**config.mk**
```make
export PLATFORM = sky130hd
export DESIGN_NAME = aes_tlul_txn_tracker_flat
export DESIGN_NICKNAME = d
export VERILOG_FILES = /design/src/rtl/aes_tlul_txn_tracker_if.sv /design/src/rtl/aes_tlul_txn_tracker.sv /design/src/flat_wrapper.sv
export SDC_FILE = /design/constraint.sdc
export NUM_CORES = 1
export LEC_CHECK = 0
export CAP_MARGIN = 10
export CELL_PAD_IN_SITES_DETAIL_PLACEMENT = 0
export CELL_PAD_IN_SITES_GLOBAL_PLACEMENT = 1
export CORE_ASPECT_RATIO = 1.25
export CORE_MARGIN = 5
export CORE_UTILIZATION = 24
export CTS_CLUSTER_SIZE = 24
export DETAILED_ROUTE_END_ITERATION = 8
export PLACE_DENSITY_LB_ADDON = 0.1
export SLEW_MARGIN = 15
export SYNTH_ARGS = -nofsm -noshare
export SYNTH_HDL_FRONTEND = slang
export SYNTH_SLANG_ARGS = --single-unit
```
**constraint.sdc**
```tcl
create_clock -name clk_i -period 6.46 [get_ports clk_i]
set_clock_uncertainty 0.1 [all_clocks]
set_input_delay 0.646 -clock clk_i [delete_from_list [all_inputs] [get_ports clk_i]]
set_output_delay 0.646 -clock clk_i [all_outputs]
set_load 0.01 [all_outputs]
```
**src/rtl/aes_tlul_txn_tracker_if.sv**
```systemverilog
// TL-UL A/D channel bundle as seen on the aes bus port.
// The host/device side drives it through master; the passive tracker only observes it through slave.
interface aes_tlul_txn_tracker_if #(
    parameter int ADDR_WIDTH = 32,
    parameter int DATA_WIDTH = 32,
    parameter int SRC_WIDTH  = 8
);
    logic                    a_valid;
    logic                    a_ready;
    logic [2:0]              a_opcode;
    logic [ADDR_WIDTH-1:0]   a_address;
    logic [DATA_WIDTH-1:0]   a_data;
    logic [DATA_WIDTH/8-1:0] a_mask;
    logic [SRC_WIDTH-1:0]    a_source;
    logic                    d_valid;
    logic                    d_ready;
    logic [2:0]              d_opcode;
    logic [DATA_WIDTH-1:0]   d_data;
    logic [SRC_WIDTH-1:0]    d_source;
    logic                    d_error;

    modport master (
        output a_valid, a_ready, a_opcode, a_address, a_data, a_mask, a_source,
        output d_valid, d_ready, d_opcode, d_data, d_source, d_error
    );

    modport slave (
        input a_valid, a_ready, a_opcode, a_address, a_data, a_mask, a_source,
        input d_valid, d_ready, d_opcode, d_data, d_source, d_error
    );
endinterface

```
**src/rtl/aes_tlul_txn_tracker.sv**
```systemverilog
// Passive TL-UL tracker: pairs A requests with in-order D responses and pulses wr/rd/err events.
// Events appear 1 cycle after the D accept; the bus is only observed, never backpressured.
module aes_tlul_txn_tracker #(
    parameter int ADDR_WIDTH = 32,
    parameter int DATA_WIDTH = 32,
    parameter int SRC_WIDTH  = 8,
    parameter int DEPTH      = 2,
    localparam int MW = DATA_WIDTH / 8,
    localparam int CW = $clog2(DEPTH + 1)
) (
    input  logic                  clk_i,
    input  logic                  rst_ni,
    aes_tlul_txn_tracker_if.slave bus,
    output logic                  wr_o,
    output logic                  rd_o,
    output logic                  err_o,
    output logic [ADDR_WIDTH-1:0] addr_o,
    output logic [DATA_WIDTH-1:0] wdata_o,
    output logic [MW-1:0]         wmask_o,
    output logic [DATA_WIDTH-1:0] rdata_o,
    output logic [CW-1:0]         outstanding_o,
    output logic                  proto_err_o,
    output logic [1:0]            proto_code_o
);
    localparam int PW = (DEPTH > 1) ? $clog2(DEPTH) : 1;

    typedef struct packed {
        logic [2:0]            opcode;
        logic [ADDR_WIDTH-1:0] addr;
        logic [DATA_WIDTH-1:0] data;
        logic [MW-1:0]         mask;
        logic [SRC_WIDTH-1:0]  source;
    } entry_t;

    entry_t        q [DEPTH];
    entry_t        head;
    logic [PW-1:0] wr_ptr, rd_ptr;
    logic [CW-1:0] count;

    logic a_acc, d_acc, a_legal, empty, full, head_put;
    logic pop, push, good, v1, v2, v3;

    function automatic logic [PW-1:0] next_ptr(input logic [PW-1:0] p);
        return (p == PW'(DEPTH - 1)) ? '0 : p + 1'b1;
    endfunction

    always_comb begin
        a_acc    = bus.a_valid && bus.a_ready;
        d_acc    = bus.d_valid && bus.d_ready;
        a_legal  = (bus.a_opcode == 3'd0) || (bus.a_opcode == 3'd1) || (bus.a_opcode == 3'd4);
        empty    = (count == '0);
        full     = (count == CW'(DEPTH));
        head     = q[rd_ptr];
        head_put = (head.opcode != 3'd4);
        // Response is judged against the head as it stood before any same-cycle push.
        pop      = d_acc && !empty;
        v1       = d_acc && empty;
        v2       = pop && ((bus.d_source != head.source) ||
                           ( head_put && bus.d_opcode != 3'd0) ||
                           (!head_put && bus.d_opcode != 3'd1));
        good     = pop && !v2;
        push     = a_acc && a_legal && (!full || pop);
        v3       = a_acc && (!a_legal || (full && !pop));
    end

    always_ff @(posedge clk_i) begin
        if (push) begin
            q[wr_ptr] <= '{opcode: bus.a_opcode, addr: bus.a_address, data: bus.a_data,
                           mask: bus.a_mask, source: bus.a_source};
        end
    end

    always_ff @(posedge clk_i or negedge rst_ni) begin
        if (!rst_ni) begin
            wr_ptr <= '0;
            rd_ptr <= '0;
            count  <= '0;
        end else begin
            if (push) wr_ptr <= next_ptr(wr_ptr);
            if (pop)  rd_ptr <= next_ptr(rd_ptr);
            if (push && !pop)      count <= count + 1'b1;
            else if (pop && !push) count <= count - 1'b1;
        end
    end

    always_ff @(posedge clk_i or negedge rst_ni) begin
        if (!rst_ni) begin
            wr_o    <= 1'b0;
            rd_o    <= 1'b0;
            err_o   <= 1'b0;
            addr_o  <= '0;
            wdata_o <= '0;
            wmask_o <= '0;
            rdata_o <= '0;
        end else begin
            wr_o  <= 1'b0;
            rd_o  <= 1'b0;
            err_o <= 1'b0;
            if (good) begin
                err_o   <= bus.d_error;
                wr_o    <= !bus.d_error && head_put;
                rd_o    <= !bus.d_error && !head_put;
                addr_o  <= head.addr;
                wdata_o <= head_put ? head.data : '0;
                wmask_o <= head_put ? head.mask : '0;
                rdata_o <= head_put ? '0 : bus.d_data;
            end
        end
    end

    // Only the first violation is latched; lower codes win within a cycle.
    always_ff @(posedge clk_i or negedge rst_ni) begin
        if (!rst_ni) begin
            proto_err_o  <= 1'b0;
            proto_code_o <= 2'd0;
        end else if (!proto_err_o && (v1 || v2 || v3)) begin
            proto_err_o  <= 1'b1;
            proto_code_o <= v1 ? 2'd1 : (v2 ? 2'd2 : 2'd3);
        end
    end

    assign outstanding_o = count;
endmodule

```
**src/flat_wrapper.sv**
```systemverilog
// flat-port wrapper written by rule: the top's interface ports become plain ports
module aes_tlul_txn_tracker_flat 
#(
    parameter int ADDR_WIDTH = 32,
    parameter int DATA_WIDTH = 32,
    parameter int SRC_WIDTH  = 8,
    parameter int DEPTH      = 2,
    localparam int MW = DATA_WIDTH / 8,
    localparam int CW = $clog2(DEPTH + 1)
)
  (clk_i, rst_ni, wr_o, rd_o, err_o, addr_o, wdata_o, wmask_o, rdata_o, outstanding_o, proto_err_o, proto_code_o, bus_a_valid, bus_a_ready, bus_a_opcode, bus_a_address, bus_a_data, bus_a_mask, bus_a_source, bus_d_valid, bus_d_ready, bus_d_opcode, bus_d_data, bus_d_source, bus_d_error);
  aes_tlul_txn_tracker_if #(.ADDR_WIDTH(ADDR_WIDTH), .DATA_WIDTH(DATA_WIDTH), .SRC_WIDTH(SRC_WIDTH)) bus_i ();
  input  logic clk_i;
  input  logic rst_ni;
  output logic wr_o;
  output logic rd_o;
  output logic err_o;
  output logic [ADDR_WIDTH-1:0] addr_o;
  output logic [DATA_WIDTH-1:0] wdata_o;
  output logic [MW-1:0] wmask_o;
  output logic [DATA_WIDTH-1:0] rdata_o;
  output logic [CW-1:0] outstanding_o;
  output logic proto_err_o;
  output logic [1:0] proto_code_o;
  input wire logic [$bits(bus_i.a_valid)-1:0] bus_a_valid;
  input wire logic [$bits(bus_i.a_ready)-1:0] bus_a_ready;
  input wire logic [$bits(bus_i.a_opcode)-1:0] bus_a_opcode;
  input wire logic [$bits(bus_i.a_address)-1:0] bus_a_address;
  input wire logic [$bits(bus_i.a_data)-1:0] bus_a_data;
  input wire logic [$bits(bus_i.a_mask)-1:0] bus_a_mask;
  input wire logic [$bits(bus_i.a_source)-1:0] bus_a_source;
  input wire logic [$bits(bus_i.d_valid)-1:0] bus_d_valid;
  input wire logic [$bits(bus_i.d_ready)-1:0] bus_d_ready;
  input wire logic [$bits(bus_i.d_opcode)-1:0] bus_d_opcode;
  input wire logic [$bits(bus_i.d_data)-1:0] bus_d_data;
  input wire logic [$bits(bus_i.d_source)-1:0] bus_d_source;
  input wire logic [$bits(bus_i.d_error)-1:0] bus_d_error;
  assign bus_i.a_valid = bus_a_valid;
  assign bus_i.a_ready = bus_a_ready;
  assign bus_i.a_opcode = bus_a_opcode;
  assign bus_i.a_address = bus_a_address;
  assign bus_i.a_data = bus_a_data;
  assign bus_i.a_mask = bus_a_mask;
  assign bus_i.a_source = bus_a_source;
  assign bus_i.d_valid = bus_d_valid;
  assign bus_i.d_ready = bus_d_ready;
  assign bus_i.d_opcode = bus_d_opcode;
  assign bus_i.d_data = bus_d_data;
  assign bus_i.d_source = bus_d_source;
  assign bus_i.d_error = bus_d_error;
  aes_tlul_txn_tracker #(.ADDR_WIDTH(ADDR_WIDTH), .DATA_WIDTH(DATA_WIDTH), .SRC_WIDTH(SRC_WIDTH), .DEPTH(DEPTH)) u_core (.clk_i(clk_i), .rst_ni(rst_ni), .bus(bus_i), .wr_o(wr_o), .rd_o(rd_o), .err_o(err_o), .addr_o(addr_o), .wdata_o(wdata_o), .wmask_o(wmask_o), .rdata_o(rdata_o), .outstanding_o(outstanding_o), .proto_err_o(proto_err_o), .proto_code_o(proto_code_o));
endmodule
```
# Word-level counts from Yosys, hierarchy flattened
# Memory sizes are Yosys's and may differ from the RTL's.
# Cells that the tools add are included.
# word_totals
register_bits,110
latchBits,0
ramBits,158
mem_bits_ro,0
in_bits,129
output_inout_bits,108
word_cells,75
memories,1
# classes
addsub,4
mul,0
n_div,0
n_lt_le_gt_ge,0
eq_ne,6
shift,0
muxes,14
n_bitwise,0
reduce_logical,38
# memory_table
name,depth,width,read_ports,rd_clocked_by_memory_dff,write_ports,line,rtl
u_core.q,2,79,1,0,1,aes_tlul_txn_tracker.sv:35,entry_t q [DEPTH];
# ops
operator,count
$mux W32,2
$logic_and A1 B1 Y1,17
$logic_not A1 Y1,9
$logic_or A1 B1 Y1,8
$mux W1,8
$ne A8 B8 Y1,1
$mux W2,3
$mux W4,1
$eq A3 B1 Y1 const B,1
$eq A3 B3 Y1 const B,1
$logic_not A3 Y1,1
$ne A3 B1 Y1 const B,1
$ne A3 B3 Y1 const B,1
$reduce_bool A3 Y1,1
$add A1 B1 Y1 const B,2
$add A2 B1 Y2 const B,1
$eq A2 B2 Y1 const B,1
$logic_not A2 Y1,1
$reduce_bool A2 Y1,1
$sub A2 B1 Y2 const B,1

# Logic depth before layout (Yosys ltp)
# Gate-level depths: netlist (run 1).
# logic_depth
word_depth,9
ltp_mapped,10
ltp_nobuf,7

# Worst setup path after synthesis (run 1)
# OpenSTA, ideal clock, no wires.
# synth_timing
path_type,input-to-reg
startpoint,input bus_a_opcode[2]
endpoint,"memory u_core.q[0][0] (netlist bit), enable pin"
setup_time_ns,0.613
arrival_time_ns,6.337
slack_ns,-0.590
cell_stages,3
path_cell_list,a21oi_1 o21ai_0 nor3_1
# synth_between
elab_chain_len,7
# synth_rtl
item,line,rtl
start: declaration,flat_wrapper.sv:27,input wire logic [$bits(bus_i.a_opcode)-1:0] bus_a_opcode;
$eq A3 B1 Y1 / $logic_not A3 Y1 (equally long branches),aes_tlul_txn_tracker.sv:50,a_legal = (bus.a_opcode == 3'd0) || (bus.a_opcode == 3'd1) || (bus.a_opcode == 3'd4);
$logic_or A1 B1 Y1,aes_tlul_txn_tracker.sv:50,
$logic_or A1 B1 Y1 *,aes_tlul_txn_tracker.sv:50,
$logic_and A1 B1 Y1 * (2 in series),aes_tlul_txn_tracker.sv:62,push = a_acc && a_legal && (!full || pop);
$mux W1 *,aes_tlul_txn_tracker.sv:67,if (push) begin
$mux W1 (not written as such) *,aes_tlul_txn_tracker.sv:68,"q[wr_ptr] <= '{opcode: bus.a_opcode, addr: bus.a_address, data: bus.a_data,"
end: declaration,aes_tlul_txn_tracker.sv:35,
# Every way passes the cells marked *; elsewhere a longest branch is shown, timed or not.

# Worst setup path in the final report (run 1)
# layout_timing
startpoint,register u_core.rd_ptr
endpoint,register u_core.wdata_o[18]
# layout_between
elab_chain_len,8
# layout_rtl
item,line,rtl
start: declaration,aes_tlul_txn_tracker.sv:37,"logic [PW-1:0] wr_ptr, rd_ptr;"
start signal: assignment,aes_tlul_txn_tracker.sv:80,if (pop) rd_ptr <= next_ptr(rd_ptr);
$mem_v2 Z2 W79 *,n/a,
$ne A3 B3 Y1,aes_tlul_txn_tracker.sv:54,head_put = (head.opcode != 3'd4);
$logic_and A1 B1 Y1 / $logic_not A1 Y1 (equally long branches),"aes_tlul_txn_tracker.sv:59, aes_tlul_txn_tracker.sv:60",
$logic_or A1 B1 Y1 / $logic_and A1 B1 Y1 (equally long branches),"aes_tlul_txn_tracker.sv:58, aes_tlul_txn_tracker.sv:60",
$logic_or A1 B1 Y1,aes_tlul_txn_tracker.sv:59,( head_put && bus.d_opcode != 3'd0) ||
$logic_and A1 B1 Y1,aes_tlul_txn_tracker.sv:58,v2 = pop && ((bus.d_source != head.source) ||
$logic_not A1 Y1,aes_tlul_txn_tracker.sv:61,good = pop && !v2;
$logic_and A1 B1 Y1,aes_tlul_txn_tracker.sv:61,
end signal: assignment,aes_tlul_txn_tracker.sv:104,wdata_o <= head_put ? head.data : '0;
end: declaration,aes_tlul_txn_tracker.sv:18,"output logic [DATA_WIDTH-1:0] wdata_o,"
# Marks and branches as above.
# A chain may end at the register's enable or synchronous reset.

==> results of run 1 <==
==> cells in the mapped netlist, drive strengths merged <==
| cell | instances | area share |
|---|---|---|
| a211o | 1 | 0.00087 |
| a21oi | 37 | 0.018 |
| a2bb2oi | 1 | 0.00087 |
| a31oi | 1 | 0.00062 |
| and2 | 3 | 0.0019 |
| and3b | 1 | 0.00087 |
| buf | 20 | 0.013 |
| clkbuf | 15 | 0.0056 |
| dfrtp | 110 | 0.27 |
| edfxtp | 158 | 0.47 |
| ha | 1 | 0.0012 |
| inv | 70 | 0.026 |
| mux2 | 37 | 0.041 |
| mux2i | 40 | 0.040 |
| nand2 | 35 | 0.013 |
| nand2b | 2 | 0.0012 |
| nand3 | 36 | 0.018 |
| nand4 | 2 | 0.0025 |
| nor2 | 39 | 0.015 |
| nor3 | 3 | 0.0015 |
| nor3b | 2 | 0.0015 |
| nor4 | 3 | 0.0040 |
| nor4b | 1 | 0.00087 |
| o21ai | 69 | 0.034 |
| o22a | 1 | 0.00087 |
| o22ai | 1 | 0.00062 |
| o31ai | 1 | 0.00075 |
| or3 | 1 | 0.00062 |
| or4 | 1 | 0.00075 |
| xnor2 | 3 | 0.0026 |
| xor2 | 10 | 0.0087 |
==> area by class of cell <==
type	instances	area, um^2
sequential	268	7500
inverter	70	263
timing repair buffer	245	2430
clock buffer	52	1040
fill	4241	27700
clock inverter	9	66.3
multi-input combinational	332	2170
tap	559	699
==> how the worst min path moves through the flow <==
stage	endpoint	start	slack, ns	cells after the start
5_1_grt	u_core.rdata_o[24]$_DFFE_PN0P_	rst_ni	0.17	1
3_3_place_gp	u_core.wdata_o[30]$_DFFE_PN0P_	u_core.wdata_o[30]$_DFFE_PN0P_	0.41	2
2_1_floorplan	u_core.addr_o[0]$_DFFE_PN0P_	rst_ni	0.25	0
6_report	u_core.rdata_o[26]$_DFFE_PN0P_	rst_ni	0.11	1
4_1_cts	u_core.rdata_o[23]$_DFFE_PN0P_	rst_ni	0.14	1
3_5_place_dp	u_core.proto_err_o$_DFFE_PN0P_	u_core.proto_err_o$_DFFE_PN0P_	0.41	1
==> critical path, stage by stage, from the launching register on <==
cell,delay (ns)
dfrtp_4,0.86
mux2i_1,0.29
xor2_1,0.21
nand4_2,0.28
nor4_4,0.30
buf_4,0.79
nand3_1,0.15
o21ai_1,0.11
==> routing by layer <==
metal,routed length [um],vias up
met5,34,-
met4,522,4
met3,1930,45
met2,12800,200
met1,11700,2933
li1,-,2982
==> cells by family (layout without fill, tap and decap cells) <==
group	Yosys count	count (layout)	synth area share
multiplexers	77	77	0.0811
adder cells (fa/ha/maj)	1	1	0.00124
buffers and inverters	105	376	0.0443
flip-flops	268	268	0.744
AND/OR/NAND/NOR	129	129	0.0611
XOR/XNOR	13	13	0.0113
AO/OA/AOI/OAI	112	112	0.0572
==> through the flow <==
step	std cells	power [mW]	util	hold slack (ns)
finish	1535	4.45	0.339	0.111
global route	1535	4.69	0.339	0.167
CTS	1535	4.56	0.339	0.137
detailed placement	1474	2.66	0.312	0.412
global placement	1474	2.66	0.312	0.411
floorplan	705	2.38	-	0.250
==> power groups by stage <==
stage          Clock [mW]  Sequential, mW  Combinational, mW
2_1_floorplan           0            1.99              0.388
3_3_place_gp            0            2.05              0.605
3_5_place_dp            0            2.05              0.603
4_1_cts              1.94            2.02              0.605
5_1_grt              2.02            2.03              0.639
6_report             1.86            2.01              0.582
==> sequential cells by signal, indices dropped and copies added (netlist names) <==
signal,count
u_core.q,158
u_core.addr_o,32
u_core.rdata_o,32
u_core.wdata_o,32
u_core.wmask_o,4
u_core.outstanding_o,2
u_core.proto_code_o,2
u_core.err_o,1
u_core.proto_err_o,1
u_core.rd_o,1
u_core.rd_ptr,1
u_core.wr_o,1
u_core.wr_ptr,1
==> reports/results.txt, run 1 <==
outcome = finished, final reports clean
sequential-to-total area share from yosys stat = 0.744
Data required, critical path = 6.77 ns
# clock sinks = 268
CP Launch Type = flip-flop
most common cell after layout, fill and taps aside = clkdlybuf4s50_1
DR iter-0 viols = 155
# nets final = 1081
Post-Synthesis Cells = 705
DR vias = 6164
clock buffer depth = 3
placer congestion estimate = 0.686
Resized Gates After CTS = 0
Period minus WS final = 3.32 ns
area grow syn2layout = 40.6%
Pint = 3.38 mW
Setup TNS Final = 0 ns
fmax = 301 MHz
clock-pin slew on the worst setup and hold paths = 0.05 ns
leak pwr = 5.55 nW
Slew HR = 0.311
RSZ-0062 raised after global routing = no
Seq pwr share = 0.452
Switching Share = 0.242
GR Layer Usage met2 = 0.188
Die X = 193 um
GR peak layer = met2
worst r2r path cells = 7
Routed wire per std cell = 17.6 um
initial antenna violation count = 2
Yosys warning count = 0
io pins = 237
H-tree Lvls = 2
Critical Path End = u_core.wdata_o[18]$_DFFE_PN0P_
most frequent cells in the layout = clkdlybuf4s50_1, edfxtp_1, dfrtp_1, inv_1, mux2i_1
worst skew pair latency = 0.51 ns
share of layout cells above drive strength 1 = 0.105
Antenna Nets Post-Route = 0
root buffer cell = clkbuf_16
port bufs = 236
combinational power share = 0.131
clock share of power = 0.417
pins over their slew limit = 0
placed inst area = 0.0131 mm^2
Crit Path Class = reg -> reg
Yosys cell types = 37
worst min path class = in -> async
critical path arrival = 3.63 ns
Place WS = 2.82 ns
drt total wl = 27000 um
worst setup margin = 3.14 ns
Congestion Overflow GR = 0
flop-to-flop setup slack = 3.14 ns
Die H = 239 um
top fanout value on the critical path = 98
met3 Use GR = 0.0412
flops & latches, synth = 268
met1 Track Usage GR = 0.146
GRT Util Overall = 0.115
vias in the first global route = 6508
hold-fix buffers at CTS = 0
CTS tree = yes
worst reg2reg endpoint = u_core.wdata_o[18]$_DFFE_PN0P_
largest net degree at the start of global routing = 99
DIE AREA = 0.0462 mm^2
worst vdd ir = 0.149 mV
mapped cell area = 0.0101 mm^2
Crit. Startpoint = u_core.rd_ptr$_DFFE_PN0N_
power density cells = 314 mW/mm^2
diode count = 0
Placement Rows = 84
Max Cap Violations = 0
slew of the pin with the lowest slew margin = 1.03 ns
post-route cell area = 0.0142 mm^2
core box area = 0.0418 mm^2
first-pass GRT wire length = 41500 um
Mean Syn Cell Area = 14.3 um^2
Final Hold Viols = 0
Psw = 1.08 mW
DP HPWL = 17000 um
Crit. End Element = flip-flop
DRT Pass-1 Iters = 4
DRC viols = 0
syn_nets = 835
postcts setup bufs = 0
Initial Util = 0.241
fin crit share = 0.514
Via density = 4.02
RR Startpoint = u_core.rd_ptr$_DFFE_PN0N_
Num CTS Buffers = 34
Final setup viols = 0
Note: power is estimated with default switching activity, not from simulation.
==> run 2, diff against run 1 <==
==> constraint.sdc (replaced) <==
create_clock -name clk_i -period 3.49 [get_ports clk_i]
set_clock_uncertainty 0.1 [all_clocks]
set_input_delay 0.349 -clock clk_i [delete_from_list [all_inputs] [get_ports clk_i]]
set_output_delay 0.349 -clock clk_i [all_outputs]
set_load 0.01 [all_outputs]
==> run 2 against run 1 <==
Core utilization increased by 0.17 points. Non-clock buffer count increased by 3. Global-route usage decreased by 0.21 points. Largest power group unchanged. Worst setup slack got worse by 2.4 ns. Combinational power increased by 99%.
==> reports/results.txt, run 2 (synthesized netlist as in run 1, its figures left out) <==
Crit Path Class = reg -> reg
root buffer cell = clkbuf_16
placed cells = 1476 (+0.14%)
DP HPWL = 16700 um (-1.5%)
Placement Rows = 84 (unchanged)
fmax = 357 MHz (+19%)
Period minus WS final = 2.80 ns (-0.520 ns)
met2 wire length = 12900 um (+0.43%)
worst vdd ir = 0.395 mV (+170%)
worst skew pair latency = 0.56 ns (+0.05 ns)
io pins = 237 (unchanged)
Seq pwr share = 0.444 (-0.008)
crit-path max cell delay = 0.61 ns (-0.25 ns)
initial antenna violation count = 0 (-2)
Initial Util = 0.241 (unchanged)
CP Launch Type = flip-flop
CTS tree = yes
Routed wire per std cell = 17.3 um (-1.5%)
GRT Util Overall = 0.113 (-0.00209)
worst min path class = in -> reg
port bufs = 236 (unchanged)
fin crit share = 0.802 (+0.288)
Biggest register = u_core.q
Pint = 6.27 mW (+86%)
slew of the pin with the lowest slew margin = 0.752 ns (-0.282 ns)
area grow syn2layout = 41.3%
power density cells = 579 mW/mm^2 (+84%)
hold_ws = 0.247 ns (+0.135 ns)
met3 WL = 1900 um (-1.4%)
Num CTS Buffers = 31 (-8.8%)
Layout Cells excl Fill = 1536 (+0.065%)
Die X = 193 um (unchanged)
pins over their slew limit = 0 (unchanged)
most frequent cells in the layout = clkdlybuf4s50_1, edfxtp_1, dfrtp_1, inv_1, mux2i_1
combinational power share = 0.140 (+0.009)
largest net degree at the start of global routing = 101 (+2.0%)
Data required, critical path = 3.87 ns (-2.90 ns)
DRT met1 WL = 11300 um (-3.3%)
share of layout cells above drive strength 1 = 0.110 (+0.00512)
RSZ-0062 raised after global routing = no
# clock sinks = 268 (unchanged)
Setup TNS Final = 0 ns (unchanged)
kind of cell adding the most delay to the critical path = simple AND/OR/NAND/NOR gates
Final Hold Viols = 0 (unchanged)
first-pass GRT wire length = 41300 um (-0.52%)
clock-pin slew on the worst setup and hold paths = 0.06 ns (about the same)
Congestion Overflow GR = 0 (unchanged)
DR iter-0 viols = 233 (+50%)
CP Cell Sequence = mux2i_1 -> xor2_1 -> nand4_2 -> nor4_4 -> buf_12 -> nand3_1 -> o21ai_1
Crit. End Element = flip-flop
Max Cap Violations = 0 (unchanged)
number of flip-flops in the largest register = 158 (unchanged)
Die H = 239 um (unchanged)
Worst path slowest cell = dfrtp_4
worst path bufs/invs = 1 (unchanged)
outcome = finished, final reports clean
vias in the first global route = 6668 (+2.5%)
DR top layer = met4
Psw = 1.97 mW (+83%)
leak pwr = 5.56 nW (+0.29%)
Via density = 3.97 (-1.1%)
DR vias = 6103 (-0.99%)
Antenna Nets Post-Route = 0 (unchanged)
drt total wl = 26600 um (-1.4%)
DRT Pass-1 Iters = 4 (unchanged)
# nets final = 1081 (unchanged)
clock buffer depth = 3 (unchanged)
Switching Share = 0.239 (-0.00256)
DIE AREA = 0.0462 mm^2 (unchanged)
critical path arrival = 3.18 ns (-0.45 ns)
most common cell after layout, fill and taps aside = clkdlybuf4s50_1
clock share of power = 0.416 (about the same)
H-tree Lvls = 1 (-1)
DRC viols = 0 (unchanged)
core box area = 0.0418 mm^2 (unchanged)
placer congestion estimate = 0.704 (+2.5%)
top fanout value on the critical path = 100 (+2.0%)
Final setup viols = 0 (unchanged)
Slew HR = 0.499 (+0.188)
## run 2: cell types whose count changed in the layout (fill, tap and decap cells not counted), sizes merged
cell         delta
diode           +1
clkbuf         -12
dlygate4sd3     +1
clkinv          +1
clkinvlp        +2
inv             +1
buf             +2
bufinv          +5
## run 2: layer usage
layer,vias up,track usage
met3,30,0.0358
met4,0,0.0316
met2,184,0.193
met1,2918,0.140
li1,2971,-
met5,-,0
## run 2: final timing paths
| kind | to | cells after the start | startpoint | slack (ns) |
|---|---|---|---|---|
| min in group asynchronous | u_core.rdata_o[27]$_DFFE_PN0P_ | 2 | rst_ni | 0.30 |
| hold reg to reg | u_core.wdata_o[13]$_DFFE_PN0P_ | 2 | u_core.wdata_o[13]$_DFFE_PN0P_ | 0.42 |
| hold / removal | u_core.rdata_o[28]$_DFFE_PN0P_ | 3 | bus_d_data[28] | 0.25 |
| setup / recovery | u_core.wdata_o[10]$_DFFE_PN0P_ | 7 | u_core.rd_ptr$_DFFE_PN0N_ | 0.69 |
| setup reg to reg | u_core.wdata_o[10]$_DFFE_PN0P_ | 7 | u_core.rd_ptr$_DFFE_PN0N_ | 0.69 |
| max in group asynchronous | u_core.rdata_o[10]$_DFFE_PN0P_ | 3 | rst_ni | 2.22 |
## run 2: per-stage QoR
step | total power, mW | cell area [um^2] | utilization | setup slack [ns]
2_1_floorplan | 4.40 | 10100 | - | -0.0349
3_3_place_gp | 4.92 | 13100 | 0.314 | 0.681
3_5_place_dp | 4.93 | 13100 | 0.314 | 0.621
4_1_cts | 8.46 | 14200 | 0.340 | 0.638
5_1_grt | 8.67 | 14200 | 0.340 | 0.474
6_report | 8.24 | 14200 | 0.340 | 0.691
## run 2: area by class of cell
class,count,area [um^2]
diodes,1,2.50
fillers,4220,27600
inverters,70,263
flip-flops and latches,268,7500
multi-input cells,332,2170
well taps,559,699
clock inverters,18,249
repair buffers,248,2510
clock buffers,40,840
## run 2: power groups by stage
stage	clock, mW	combinational, mW	sequential (mW)
after global routing	3.72	1.27	3.68
after global placement	0	1.20	3.72
final	3.43	1.16	3.66
after floorplan	0	0.719	3.68
after detailed placement	0	1.20	3.73
after CTS	3.59	1.21	3.66
## run 2: repair_timing
action                                 4_1_cts  5_1_grt
buffers inserted                             0        0
gates resized for setup                      0        0
endpoints found under the hold margin       45        0
hold buffers                                 1        0
## run 2: worst reg2reg max path, stage by stage (launching register included)
cell and delay [ns]:
dfrtp_4 0.61, mux2i_1 0.35, xor2_1 0.20, nand4_2 0.24, nor4_4 0.48, buf_12 0.37
nand3_1 0.27, o21ai_1 0.10
==> run 3, diff against run 2 <==
==> constraint.sdc (replaced) <==
create_clock -name clk_i -period 2.8 [get_ports clk_i]
set_clock_uncertainty 0.1 [all_clocks]
set_input_delay 0.28 -clock clk_i [delete_from_list [all_inputs] [get_ports clk_i]]
set_output_delay 0.28 -clock clk_i [all_outputs]
set_load 0.01 [all_outputs]
==> run 3 against run 2 <==
Final cell count increased by 1.0%. Critical path type unchanged. Largest cell class unchanged. Register-to-register slack got worse by 0.42 ns. Clock-buffer cell count increased by 11. Clock power increased by 9.9%. Non-clock buffer count increased by 17. First-iteration DRC count decreased by 23%. Final area increased by 0.38%. Critical endpoint is now u_core.wdata_o[2]$_DFFE_PN0P_.
==> reports/results.txt, run 3 (synthesized netlist as in run 1, its figures left out) <==
vias in the first global route = 6601 (-1.0%)
pins over their slew limit = 0 (unchanged)
Die X = 193 um (unchanged)
worst path bufs/invs = 3 (+2)
crit-path max cell delay = 0.58 ns (-0.03 ns)
Routed wire per std cell = 17.3 um (+0.13%)
most common cell after layout, fill and taps aside = clkdlybuf4s50_1
placed cells = 1490 (+0.95%)
worst vdd ir = 0.460 mV (+16%)
DIE AREA = 0.0462 mm^2 (unchanged)
Via density = 4.02 (+1.2%)
clock buffer depth = 3 (unchanged)
Data required, critical path = 3.16 ns (-0.71 ns)
worst min path class = in -> async
GRT Util Overall = 0.114 (+0.000858)
most frequent cells in the layout = clkdlybuf4s50_1, edfxtp_1, dfrtp_1, inv_1, mux2i_1
Layout Cells excl Fill = 1552 (+1.0%)
Pint = 7.42 mW (+18%)
Biggest register = u_core.q
DRC viols = 0 (unchanged)
Switching Share = 0.246 (+0.00628)
multi-input combinational cell area = 0.00218 mm^2 (+0.46%)
io pins = 237 (unchanged)
Initial Util = 0.241 (unchanged)
diode count = 0 (-1)
drt total wl = 26900 um (+1.2%)
met3 WL = 1740 um (-8.4%)
largest net degree at the start of global routing = 61 (-40%)
fmax = 396 MHz (+11%)
Period minus WS final = 2.53 ns (-0.272 ns)
Max Cap Violations = 0 (unchanged)
met2 wire length = 13400 um (+4.1%)
worst skew pair latency = 0.56 ns (about the same)
critical path arrival = 2.88 ns (-0.30 ns)
Crit. Startpoint = u_core.rd_ptr$_DFFE_PN0N_
kind of cell adding the most delay to the critical path = simple AND/OR/NAND/NOR gates
DR top layer = met4
leak pwr = 5.61 nW (+0.84%)
worst reg2reg endpoint = u_core.wdata_o[2]$_DFFE_PN0P_
DR vias = 6240 (+2.2%)
port bufs = 236 (unchanged)
H-tree Lvls = 1 (unchanged)
initial antenna violation count = 0 (unchanged)
first-pass GRT wire length = 41000 um (-0.62%)
Seq pwr share = 0.460 (+0.016)
combinational power share = 0.157 (+0.017)
placer congestion estimate = 0.694 (-1.4%)
DRT Pass-1 Iters = 4 (unchanged)
outcome = finished, final reports clean
slew of the pin with the lowest slew margin = 0.630 ns (-0.122 ns)
most frequent CP cell = buf_12
root buffer cell = clkbuf_16
Crit. End Element = flip-flop
Final Hold Viols = 0 (unchanged)
Crit Path Class = reg -> reg
share of layout cells above drive strength 1 = 0.120 (+0.0102)
CP Cell Sequence = buf_4 -> nor4b_2 -> a21oi_4 -> xnor2_1 -> nor4_4 -> buf_12 -> buf_12 -> nand3_1 -> o21ai_0
Antenna Nets Post-Route = 0 (unchanged)
number of flip-flops in the largest register = 158 (unchanged)
Psw = 2.42 mW (+23%)
Slew HR = 0.580 (+0.0810)
Critical Path End = u_core.wdata_o[2]$_DFFE_PN0P_
flop-to-flop setup slack = 0.27 ns (-0.42 ns)
Worst path slowest cell = dfrtp_4
# clock sinks = 268 (unchanged)
Place WS = 0.231 ns (-0.390 ns)
clock share of power = 0.383 (-0.033)
Placement Rows = 84 (unchanged)
Die H = 239 um (unchanged)
Setup TNS Final = 0 ns (unchanged)
Final setup viols = 0 (unchanged)
DRT met1 WL = 11300 um (+0.52%)
core box area = 0.0418 mm^2 (unchanged)
RSZ-0062 raised after global routing = no
# nets final = 1098 (+1.6%)
power density cells = 689 mW/mm^2 (+19%)
worst r2r path cells = 9 (+2)
CTS tree = yes
Congestion Overflow GR = 0 (unchanged)
area grow syn2layout = 41.8%
register area = 0.00750 mm^2 (unchanged)
clock-pin slew on the worst setup and hold paths = 0.06 ns (about the same)
top fanout value on the critical path = 50 (-50%)
stages on the worst setup path = 9 (+2)
CP Launch Type = flip-flop
RR Startpoint = u_core.rd_ptr$_DFFE_PN0N_
Filler cells = 4203 (-0.40%)
hold_ws = 0.162 ns (-0.0849 ns)
fin crit share = 0.903 (+0.101)
DR iter-0 viols = 180 (-23%)
Num CTS Buffers = 31 (unchanged)
DP HPWL = 17800 um (+6.4%)
worst setup margin = 0.273 ns (-0.418 ns)
-- run 3: cell count changes in the layout (fill, tap and decap cells not counted), moves of 3 or more --
cell        before  now
bufinv_16        6    0
clkbuf_1         6   13
clkbuf_8         3    7
buf_12           5    9
clkinvlp_4       3    0
buf_4            7   20
-- run 3: worst reg2reg max path, stage by stage, from the launching register on --
cell     delay [ns]
dfrtp_4        0.58
buf_4          0.19
nor4b_2        0.36
a21oi_4        0.07
xnor2_1        0.22
nor4_4         0.22
buf_12         0.22
buf_12         0.25
nand3_1        0.10
o21ai_0        0.13
-- run 3: final cells by class --
cell class | instances | area share
flip-flops and latches | 268 | 0.525
repair buffers | 265 | 0.188
multi-input cells | 332 | 0.152
clock buffers | 51 | 0.0644
well taps | 559 | 0.0489
inverters | 70 | 0.0184
clock inverters | 7 | 0.00254
-- run 3: per-stage QoR --
| stage | util | cell area, um^2 | total power, mW |
|---|---|---|---|
| 2_1_floorplan | - | 10100 | 5.50 |
| 3_3_place_gp | 0.318 | 13300 | 6.17 |
| 3_5_place_dp | 0.318 | 13300 | 6.17 |
| 4_1_cts | 0.341 | 14300 | 10.1 |
| 5_1_grt | 0.342 | 14300 | 10.4 |
| 6_report | 0.342 | 14300 | 9.84 |
-- run 3: what timing repair did --
| action | 4_1_cts | 5_1_grt |
|---|---|---|
| hold endpoints to repair | 34 | 0 |
| buffers inserted | 0 | 3 |
| hold buffers | 1 | 0 |
| endpoints found under the setup margin | 0 | 1 |
| gates resized for setup | 0 | 1 |
-- run 3: worst min path at each step --
stage,startpoint,to,cells after the start
floorplan,rst_ni,u_core.addr_o[0]$_DFFE_PN0P_,0
global placement,rst_ni,u_core.rdata_o[26]$_DFFE_PN0P_,1
detailed placement,rst_ni,u_core.rdata_o[26]$_DFFE_PN0P_,1
CTS,bus_d_data[8],u_core.rdata_o[8]$_DFFE_PN0P_,3
global route,bus_d_data[4],u_core.rdata_o[4]$_DFFE_PN0P_,3
finish,rst_ni,u_core.rdata_o[26]$_DFFE_PN0P_,2
-- run 3: power groups by stage --
stage	sequential [mW]	clock, mW	combinational [mW]
floorplan	4.58	0	0.912
global placement	4.62	0	1.55
detailed placement	4.63	0	1.54
CTS	4.55	3.96	1.55
global route	4.55	4.12	1.68
finish	4.53	3.77	1.54
-- run 3: metal layers --
layer	up-vias	global-route usage
met4	0	0.0305
met2	180	0.197
li1	3014	-
met3	24	0.0331
met5	-	0
met1	3022	0.141
